--- src/rtl/fp32_result_collector.sv ---
// FWFT result FIFO behind the FP32 adder: classifies each result and keeps sticky flags.
// Optional drop counter enabled by defining FP32_COLLECTOR_DROP_CNT_EN.
module fp32_result_collector #(
  parameter  int unsigned DEPTH = 8,
  localparam int unsigned AW    = $clog2(DEPTH)
) (
  input  logic          clk,
  input  logic          rst,
  input  logic [31:0]   i_res,
  input  logic          i_res_vld,
  input  logic          i_ovf,
  output logic [31:0]   o_data,
  output logic [3:0]    o_flags,
  output logic          o_vld,
  input  logic          i_rdy,
  output logic [AW:0]   o_count,
  output logic          o_full,
  output logic          o_empty,
  output logic [3:0]    o_sticky,
  input  logic          i_clr_sticky,
  output logic          o_drop,
  output logic [15:0]   o_drop_cnt
);

  localparam int unsigned CW = AW + 1;

  logic [31:0]   mem_data  [DEPTH];
  logic [3:0]    mem_flags [DEPTH];
  logic [AW-1:0] wr_ptr, rd_ptr, wr_ptr_nxt, rd_ptr_nxt;
  logic [AW:0]   count_nxt;
  logic [31:0]   head_data_nxt;
  logic [3:0]    head_flags_nxt;
  logic [3:0]    flags_c;
  logic [3:0]    sticky_nxt;
  logic          drop_nxt;
  logic          push, pop, drop_ev;
  logic [7:0]    res_exp;
  logic [22:0]   res_mant;

  // Result classification {ovf, nan, inf, zero}; sign is ignored
  always_comb begin
    res_exp  = i_res[30:23];
    res_mant = i_res[22:0];
    flags_c  = {i_ovf,
                (res_exp == 8'hFF) && (res_mant != 23'd0),
                (res_exp == 8'hFF) && (res_mant == 23'd0),
                (res_exp == 8'h00) && (res_mant == 23'd0)};
  end

  // Next-state: pointers, occupancy, head register and sticky status
  always_comb begin
    pop            = o_vld & i_rdy;
    push           = i_res_vld & (~o_full | pop);
    drop_ev        = i_res_vld & o_full & ~pop;
    wr_ptr_nxt     = push ? wr_ptr + AW'(1) : wr_ptr;
    rd_ptr_nxt     = pop  ? rd_ptr + AW'(1) : rd_ptr;
    count_nxt      = o_count;
    head_data_nxt  = o_data;
    head_flags_nxt = o_flags;
    case ({push, pop})
      2'b10:   count_nxt = o_count + CW'(1);
      2'b01:   count_nxt = o_count - CW'(1);
      default: count_nxt = o_count;
    endcase
    // A write landing on the next head slot must be forwarded into the head register
    if (push && (wr_ptr == rd_ptr_nxt)) begin
      head_data_nxt  = i_res;
      head_flags_nxt = flags_c;
    end else if (count_nxt != CW'(0)) begin
      head_data_nxt  = mem_data[rd_ptr_nxt];
      head_flags_nxt = mem_flags[rd_ptr_nxt];
    end
    sticky_nxt = (i_clr_sticky ? 4'b0000 : o_sticky) | (push ? flags_c : 4'b0000);
    drop_nxt   = (i_clr_sticky ? 1'b0 : o_drop) | drop_ev;
  end

  always_ff @(posedge clk) begin
    if (push) begin
      mem_data[wr_ptr]  <= i_res;
      mem_flags[wr_ptr] <= flags_c;
    end
  end

  always_ff @(posedge clk) begin
    if (rst) begin
      wr_ptr   <= '0;
      rd_ptr   <= '0;
      o_count  <= '0;
      o_vld    <= 1'b0;
      o_full   <= 1'b0;
      o_empty  <= 1'b1;
      o_data   <= '0;
      o_flags  <= '0;
      o_sticky <= '0;
      o_drop   <= 1'b0;
    end else begin
      wr_ptr   <= wr_ptr_nxt;
      rd_ptr   <= rd_ptr_nxt;
      o_count  <= count_nxt;
      o_vld    <= (count_nxt != CW'(0));
      o_full   <= (count_nxt == CW'(DEPTH));
      o_empty  <= (count_nxt == CW'(0));
      o_data   <= head_data_nxt;
      o_flags  <= head_flags_nxt;
      o_sticky <= sticky_nxt;
      o_drop   <= drop_nxt;
    end
  end

`ifdef FP32_COLLECTOR_DROP_CNT_EN
  logic [15:0] drop_cnt_q;

  // Saturating count of lost results; only reset clears it
  always_ff @(posedge clk) begin
    if (rst) begin
      drop_cnt_q <= '0;
    end else if (drop_ev && (drop_cnt_q != 16'hFFFF)) begin
      drop_cnt_q <= drop_cnt_q + 16'd1;
    end
  end

  assign o_drop_cnt = drop_cnt_q;
`else
  assign o_drop_cnt = 16'h0;
`endif

endmodule

--- config.mk ---
export PLATFORM = sky130hd
export DESIGN_NAME = fp32_result_collector
export DESIGN_NICKNAME = d
export VERILOG_FILES = /design/src/rtl/fp32_result_collector.sv
export SDC_FILE = /design/constraint.sdc
export NUM_CORES = 1
export LEC_CHECK = 0
export ABC_AREA = 1
export CELL_PAD_IN_SITES_DETAIL_PLACEMENT = 1
export CELL_PAD_IN_SITES_GLOBAL_PLACEMENT = 2
export CORE_ASPECT_RATIO = 1.75
export CORE_UTILIZATION = 38
export DETAILED_ROUTE_END_ITERATION = 12
export PLACE_DENSITY = 0.9
export RECOVER_POWER = 50
export SYNTH_ARGS = -nofsm -noshare
export SYNTH_HDL_FRONTEND = slang
export SYNTH_SLANG_ARGS = --single-unit
--- constraint.sdc ---
create_clock -name clk -period 4.29 [get_ports clk]
set_input_delay 0.858 -clock clk [delete_from_list [all_inputs] [get_ports clk]]
set_output_delay 0.858 -clock clk [all_outputs]
set_load 0.03 [all_outputs]
# Word-level counts from Yosys, hierarchy flattened
# Memories as Yosys holds them, arrays and structs flattened. A register that Yosys moved wholly into a read port is not among the register bits.
# Cells that the tools add are included.
[classes]
n_addsub = 4
mul = 0
n_div = 0
n_lt_le_gt_ge = 0
n_eq_ne = 5
n_shift = 0
n_mux = 7
bitwise_logic = 9
n_reduce_logical = 10
[ops]
columns = ["cell", "count"]
rows = [
  ["$logic_not A23 Y1", 1],
  ["$reduce_bool A23 Y1", 1],
  ["$eq A8 B8 Y1 const B", 1],
  ["$logic_not A8 Y1", 1],
  ["$mux W4", 2],
  ["$pmux W4 S2", 1],
  ["$add A3 B1 Y3 const B", 2],
  ["$add A4 B1 Y4 const B", 1],
  ["$and A1 B1 Y1", 4],
  ["$eq A4 B4 Y1 const B", 1],
  ["$logic_and A1 B1 Y1", 4],
  ["$logic_not A4 Y1", 1],
  ["$or A4 B4 Y4", 1],
  ["$reduce_bool A4 Y1", 1],
  ["$sub A4 B1 Y4 const B", 1],
  ["$eq A3 B3 Y1", 1],
  ["$mux W1", 3],
  ["$mux W3", 1],
  ["$eq A2 B1 Y1 const B", 1],
  ["$eq A2 B2 Y1 const B", 1],
  ["$not A1 Y1", 2],
  ["$or A1 B1 Y1", 2],
  ["$reduce_bool A2 Y1", 1],
]
[word_totals]
register_bits = 18
latch_bits = 0
ram_bits = 288
rom_bits = 0
wordCells = 45
memories = 2
[mem_list]
columns = ["name", "words", "word_bits", "rd", "rd_clocked_by_memory_dff", "wr", "line_no", "source"]
rows = [
  ["mem_data", 8, 32, 1, 1, 1, "27", "logic [31:0] mem_data [DEPTH];"],
  ["mem_flags", 8, 4, 1, 1, 1, "28", "logic [3:0] mem_flags [DEPTH];"],
]

# Longest topological paths before layout
# Gate-level depths: netlist of the first run.
[depth]
depth_word = 7
mapped_depth = 18
depth_no_buf = 17

# Worst setup path after synthesis of the first run
# Ideal clock, no wire load.
[synth_timing]
path_type = "input to register"
startpoint = "input i_rdy"
endpoint = "memory mem_data[1][0], enable pin"
arrival_time_ns = 3.008
t_required_ns = 3.861
setup_slack_ns = 0.853
cell_stages = 6
path_buffers = 0
cell_sequence = "nand2_4 a21boi_4 inv_1 nor2_1 inv_1 nor2_1"
[synth_via]
elab_chain_cells = 5
[synth_rtl]
columns = ["item", "line_no", "source"]
rows = [
  ["from (decl)", "15", "input logic i_rdy,"],
  ["$and A1 B1 Y1", "52", "pop = o_vld & i_rdy;"],
  ["$or A1 B1 Y1", "53", "push = i_res_vld & (~o_full | pop);"],
  ["$and A1 B1 Y1", "53", ""],
  ["$mux W1", "78", "if (push) begin"],
  ["$mux W1 (not written as such)", "79", "mem_data[wr_ptr] <= i_res;"],
  ["to (decl)", "27", ""],
]
# No other way between the ends.

# Worst setup path in the final report of the first run
[layout_timing]
startpoint = "input i_rdy"
endpoint = "register o_data[3], read port of mem_data"
[layout_via]
elab_chain_cells = 7
[layout_rtl]
columns = ["item", "line_no", "source"]
rows = [
  ["$and A1 B1 Y1 *", "52", ""],
  ["$or A1 B1 Y1", "53", ""],
  ["$and A1 B1 Y1", "53", ""],
  ["$eq A2 B1 Y1 or $eq A2 B2 Y1 (tied branches)", "60", "case ({push, pop})"],
  ["$pmux W4 S2", "60", ""],
  ["$reduce_bool A4 Y1", "69", "end else if (count_nxt != CW'(0)) begin"],
  ["$reduce_bool A2 Y1 (no line)", "n/a", ""],
  ["to (decl)", "12", "output logic [31:0] o_data,"],
]
# Mark *: on every way between the ends. The rest lies on a longest branch, timed or not.
# A chain may end at the register's enable or synchronous reset.

==> results of run 1 <==
## critical path: stages
cell	delay, ns
dlygate4sd3_1	0.62
nand2_1	0.28
a21boi_4	0.21
inv_1	0.10
ha_1	0.25
nand2_1	0.08
inv_1	0.05
nor2_1	0.14
ha_1	0.26
mux2i_1	0.17
nand2_1	0.10
nor2_1	0.23
nand2_1	0.14
buf_4	0.28
nand2_1	0.12
nand3_1	0.08
nor2_1	0.15
## routing by layer
metal	wire length, µm	GRT usage	part of all wire	vias up
met5	0	0	0	-
met4	1300	0.0800	0.030	0
met3	1930	0.0224	0.044	72
met2	23700	0.430	0.54	315
met1	17100	0.273	0.39	5528
li1	-	-	-	4969
## sequential cells by signal, indices dropped and copies added, names as in the netlist
signal     count
o_sticky       4
o_count        4
rd_ptr         3
o_vld          1
o_flags        4
mem_flags     32
wr_ptr         3
mem_data     256
o_data        32
o_drop         1
o_empty        1
o_full         1
## worst paths after layout
kind / depth (start not counted) / startpoint / end
hold reg to reg: 2 / o_drop / o_drop
setup reg to reg: 16 / o_vld / o_data[3]
setup / recovery: 17 / i_rdy / o_data[3]
hold / removal: 2 / o_drop / o_drop
## synth_stat cells, drive strengths merged, types with 8 or more instances
library cell  count
or2               8
nand4            16
nor2            132
nand3           226
a21oi            38
inv             109
clkbuf           34
edfxtp          288
o21ai            21
dfxtp            54
nand3b           24
nand2           425
buf              57
## where the power goes
group / leakage (nW) / switching, mW / internal (mW)
clock: 0.569 / 1.29 / 1.91
combinational: 3.19 / 2.83 / 1.27
sequential: 3.08 / 0.177 / 3.95
## area by class of cell
class	count	area [µm²]
Tap cell	480	601
Multi-Input combinational cell	919	4140
Timing Repair Buffer	127	1260
Sequential cell	342	9730
Fill cell	4119	20400
Clock inverter	23	358
Inverter	110	413
Clock buffer	35	811
## kinds of logic after synthesis
kind of cell               after synthesis  share of synthesized area
and+or+nand+nor                        835                      0.247
xor gates and xnor gates                 2                    0.00120
other                                    1                   0.000256
muxes                                    1                   0.000684
DFF                                    342                      0.665
AOI/OAI and AO/OA                       60                     0.0217
adders and majority gates                5                    0.00427
buffers and inverters                  201                     0.0605
==> summary.md, run 1 <==
| Metric | Value |
|---|---|
| HPWL Detailed | `26,500 µm` |
| # diodes | `0` |
| # nets final | `1,574` |
| Number of synthesized register bits | `342` |
| Async SR Flop Fraction | `0` |
| Layout Cells excl Fill | `2,036` |
| GP Congestion | `0.785` |
| Syn Area/Cell | `10.1 µm²` |
| Worst Hold Class | `register to register` |
| Root Buffer | `clkbuf_16` |
| Total global-route track usage | `0.231` |
| Clk Latency, worst-skew pair | `0.59 ns` |
| Worst-path maximum fanout | `24` |
| Slew @ Worst Pin | `1.55 ns` |
| Synth Warn # | `0` |
| Largest net degree at the start of global routing | `77` |
| Initial Utilization | `0.388` |
| Dpl cell area | `16,200 µm²` |
| Std cell rows | `94` |
| Vias per std cell | `5.35` |
| Layout Area Growth over Synthesis | `18.3%` |
| Post-route cell area | `17,300 µm²` |
| Layout Utilization | `0.459` |
| Slew headroom | `-0.0364` |
| Status | `finished with violations` |
| Ports | `102` |
| Startpoint Class | `primary input` |
| Max_cap viols | `1` |
| CTS Hold Bufs | `0` |
| H-tree depth | `1` |
| Fin crit period | `3.63 ns` |
| DRC | `0` |
| Synth Flop Type | `edfxtp_1` |
| Endpoint class of the critical path | `register` |
| Post-CTS sizing | `0` |
| Detailed Route WL | `44,000 µm` |
| Flop2flop setup slack | `1.07 ns` |
| Number of synthesized flops with an enable pin | `288` |
| Seq/Total Area, Yosys | `0.665` |
| Grt ovf | `0` |
| Kind of critical path | `primary input to register` |
| CTS Buffer Depth | `3` |
| Worst Skew | `0.0277 ns` |
| Post-Syn Area | `14,600 µm²` |
| DR vias | `10,884` |
| Failing checks | `capacitance limit, slew limit` |
| Worst ir drop on vdd | `0.670 mV` |
| Die X | `150 µm` |
| CP required | `4.80 ns` |
| Top-area cell type share of the netlist area | `0.591` |
| Mean routed wirelength per cell | `21.6 µm` |
| Final Hold Vio Count | `0` |
| FMAX | `0.276 GHz` |
| Post-Syn Instances | `1,447` |
| Final setup margin | `0.665 ns` |
| Placeable core region | `37,800 µm²` |
| Most frequent cells in the layout | `420 x nand2_1, 288 x edfxtp_1, 225 x nand3_1` |
| Clock transition at path regs | `0.07 ns` |
| Port-buffer cells | `85` |
| Cells after DPL | `1,978` |
| Post-synth top area cell | `edfxtp_1` |
| Pre-CTS WS | `0.307 ns` |
| Inserted Clock Buffers | `31` |
| Die area | `39,300 µm²` |
| Pleak | `6.84 nW` |
| Iter 0 DRT Violations | `669` |
| Post-route ant nets | `0` |
| Hold Slack | `0.475 ns` |
| First-pass GRT wire length | `67,800 µm` |
| Fin crit share | `0.845` |
| Share of layout cells above drive strength 1 | `0.0733` |
| Num Clock Sinks | `342` |
| Pre-Repair DR Iteration Count | `5` |
| Worst Path Arrival | `4.14 ns` |
| Initial antenna violation count | `0` |
| RSZ-0062 raised after global routing | `no` |
| Most common cell after layout, fill and taps aside | `nand2_1` |
| Yosys cell types | `34` |
| Vias in the first global route | `11,564` |
| Fin. max-slew vios | `29` |
| Pwr dens | `660 nW/µm²` |
| Die height | `262 µm` |
| Setup-failing EPs final | `0` |
| Total Power | `11.4 mW` |
| Dominant cells by area after synthesis | `edfxtp_1 59%, nand2_1 11%, nand3_1 7.7%` |
| TritonCTS clock tree | `yes` |
| Post-CTS setup buffers | `0` |
| Setup TNS | `0 ns` |
Note: power is estimated with default switching activity, not from simulation.
==> run 2: changes to the inputs <==
==> constraint.sdc (replaced) <==
create_clock -name clk -period 3.6 [get_ports clk]
set_input_delay 0.72 -clock clk [delete_from_list [all_inputs] [get_ports clk]]
set_output_delay 0.72 -clock clk [all_outputs]
set_load 0.03 [all_outputs]
==> run 2 against run 1 <==
- the flow now finishes without violations
- combinational power increased by 23%
- critical path depth decreased by 10
- sequential power increased by 20%
- global-route usage decreased by 0.11 points
- clock-buffer cell count increased by 8
- design area decreased by 0.58%
- clock power about the same
- utilization decreased by 0.27 points
==> summary.md, run 2 (synthesized netlist as in run 1, its figures left out) <==
| Metric | Value |
|---|---|
| # diodes | `0 (unchanged)` |
| Most common cell after layout, fill and taps aside | `nand2_1` |
| Kind of critical path | `primary input to register` |
| Worst-case reg-to-reg path depth | `6 (-10)` |
| # nets final | `1,584 (+0.64%)` |
| Slowest stage delay, CP | `0.99 ns (+0.37 ns)` |
| Iter 0 DRT Violations | `625 (-6.6%)` |
| Num Clock Sinks | `342 (unchanged)` |
| Die height | `262 µm (unchanged)` |
| Register name with the most flops | `mem_data` |
| Detailed Route WL | `44,100 µm (about the same)` |
| Initial Utilization | `0.388 (unchanged)` |
| Pre-Repair DR Iteration Count | `4 (-1)` |
| Final Hold Vio Count | `0 (unchanged)` |
| Mean routed wirelength per cell | `21.6 µm (-0.31%)` |
| RR Endpoint | `mem_data[0][30]` |
| Reg power frac | `0.375 (+0.014)` |
| RSZ-0062 raised after global routing | `no` |
| GP Congestion | `0.783 (-0.22%)` |
| Area of the multi-input gates | `4140 µm² (unchanged)` |
| Placeable core region | `37,800 µm² (unchanged)` |
| CP max-delay cell | `clkbuf_2` |
| Post-route ant nets | `0 (unchanged)` |
| Worst r2r src | `o_vld` |
| Storage element area | `9730 µm² (unchanged)` |
| CTS Hold Bufs | `0 (unchanged)` |
| Most frequent cells in the layout | `419 x nand2_1, 288 x edfxtp_1, 225 x nand3_1` |
| Vias in the first global route | `11,818 (+2.2%)` |
| H-tree depth | `1 (unchanged)` |
| Worst Path Arrival | `3.41 ns (-0.73 ns)` |
| P_int | `8.11 mW (+14%)` |
| Initial antenna violation count | `0 (unchanged)` |
| Biggest regs | `mem_data (256), mem_flags (32), o_data (32)` |
| Pwr dens | `766 nW/µm² (+16%)` |
| Inserted Clock Buffers | `30 (-3.2%)` |
| Pleak | `6.74 nW (-1.4%)` |
| Layout Cells excl Fill | `2,044 (+0.39%)` |
| CTS Buffer Depth | `3 (unchanged)` |
| Cells after DPL | `1,989 (+0.56%)` |
| Post-CTS sizing | `0 (unchanged)` |
| Layout Area Growth over Synthesis | `17.6%` |
| Worst ir drop on vdd | `0.560 mV (-17%)` |
| Endpoint class of the critical path | `register` |
| CP required | `3.79 ns (-1.01 ns)` |
| Fin crit period | `3.22 ns` |
| Setup TNS | `0 ns (unchanged)` |
| Ports | `102 (unchanged)` |
| Post-CTS setup buffers | `0 (unchanged)` |
| First-pass GRT wire length | `67,500 µm (-0.55%)` |
| Setup-failing EPs final | `0 (unchanged)` |
| Status | `completed` |
| Worst-path maximum fanout | `36 (+50%)` |
| Worst Hold Class | `register to register` |
| Combinational Power Share | `0.382 (+0.023)` |
| Worst Setup EP | `mem_data[0][30]` |
| Slew @ Worst Pin | `1.39 ns (-0.166 ns)` |
| Total global-route track usage | `0.230 (-0.00110)` |
| Clock transition at path regs | `0.06 ns (about the same)` |
| Std cell rows | `94 (unchanged)` |
| Clock power frac | `0.243 (-0.037)` |
| Critical-path cell list | `dlygate4sd3_1 -> nand2_4 -> a21boi_4 -> clkbuf_1 -> nand2_1 -> nor2_4 -> clkbuf_2` |
| Clk Latency, worst-skew pair | `0.59 ns (about the same)` |
| HPWL Detailed | `26,800 µm (+1.1%)` |
| DR vias | `10,891 (+0.064%)` |
| Worst Skew | `0.0181 ns (-0.00954 ns)` |
| Max_cap viols | `0 (-1)` |
| Crit path from | `i_rdy` |
| Fin. max-slew vios | `0 (-100%)` |
| Psw | `5.08 mW (+18%)` |
| Largest net degree at the start of global routing | `98 (+27%)` |
| Die area | `39,300 µm² (unchanged)` |
| Root Buffer | `clkbuf_16` |
| DRC | `0 (unchanged)` |
| TritonCTS clock tree | `yes` |
| Share of layout cells above drive strength 1 | `0.0665 (-0.00677)` |
| Max reg flops | `256 (unchanged)` |
| Slew headroom | `0.0743 (+0.111)` |
| Sw frac | `0.385 (+0.00911)` |
| Fill cell count | `4,177 (+1.4%)` |
| Vias per std cell | `5.33 (-0.33%)` |
| Die X | `150 µm (unchanged)` |
| Port-buffer cells | `85 (unchanged)` |
| FMAX | `0.310 GHz` |
| Grt ovf | `0 (unchanged)` |
| Startpoint Class | `primary input` |
| Fin crit share | `0.896` |
| Flop2flop setup slack | `0.62 ns (-0.45 ns)` |
## run 2: changes by cell type in the layout (fill, tap and decap cells not counted), sizes merged
| cell | before | now |
|---|---|---|
| clkbuf | 40 | 58 |
| clkinvlp | 3 | 1 |
| dlygate4sd3 | 57 | 35 |
| buf | 37 | 38 |
| inv | 111 | 109 |
| bufinv | 9 | 2 |
| clkdlybuf4s50 | 28 | 50 |
## run 2: worst min path at each step
stage	startpoint	to	depth (start not counted)
after CTS	o_sticky[3]	o_sticky[3]	2
final	o_sticky[3]	o_sticky[3]	2
after global routing	o_drop	o_drop	2
after detailed placement	o_sticky[3]	o_sticky[3]	2
after global placement	o_sticky[3]	o_sticky[3]	2
after floorplan	wr_ptr[0]	wr_ptr[0]	2
## run 2: per-stage QoR
stage	cell area [µm²]	power, mW	utilization	hold WS, ns	worst slack [ns]
final	17200	13.2	0.456	0.480	0.375
after global routing	17200	13.9	0.456	0.495	0.258
after CTS	17300	13.3	0.459	0.483	0.606
after detailed placement	16400	10.1	0.433	0.471	-0.00150
after global placement	16400	9.94	0.433	0.461	0.123
after floorplan	14700	8.05	-	0.530	0.301
## run 2: final cells by class
class | instances | share of cell area
flip-flops and latches | 342 | 0.565
repair buffers | 138 | 0.0797
clock inverters | 12 | 0.00691
clock buffers | 43 | 0.0488
well taps | 480 | 0.0349
multi-input cells | 919 | 0.240
inverters | 110 | 0.0240
## run 2: metal layers
metal	track usage	vias up	share of wire	wire (µm)
li1	-	4996	-	-
met4	0.105	0	0.039	1730
met1	0.258	5510	0.38	17000
met2	0.428	294	0.53	23500
met5	0	-	0	0
met3	0.0276	91	0.044	1920
## run 2: power groups by stage
stage	sequential [mW]	combinational (mW)	clock, mW
finish	4.94	5.04	3.21
global route	4.97	5.53	3.38
global placement	5.00	4.93	0
CTS	4.94	5.15	3.26
floorplan	5.33	2.72	0
detailed placement	5.02	5.12	0
## run 2: worst max-delay path, delay by kind of cell
kind,cells,cell delay [ns]
AOI/OAI and AO/OA,1,0.15
buffers and inverters,3,1.95
and+or+nand+nor,3,0.54
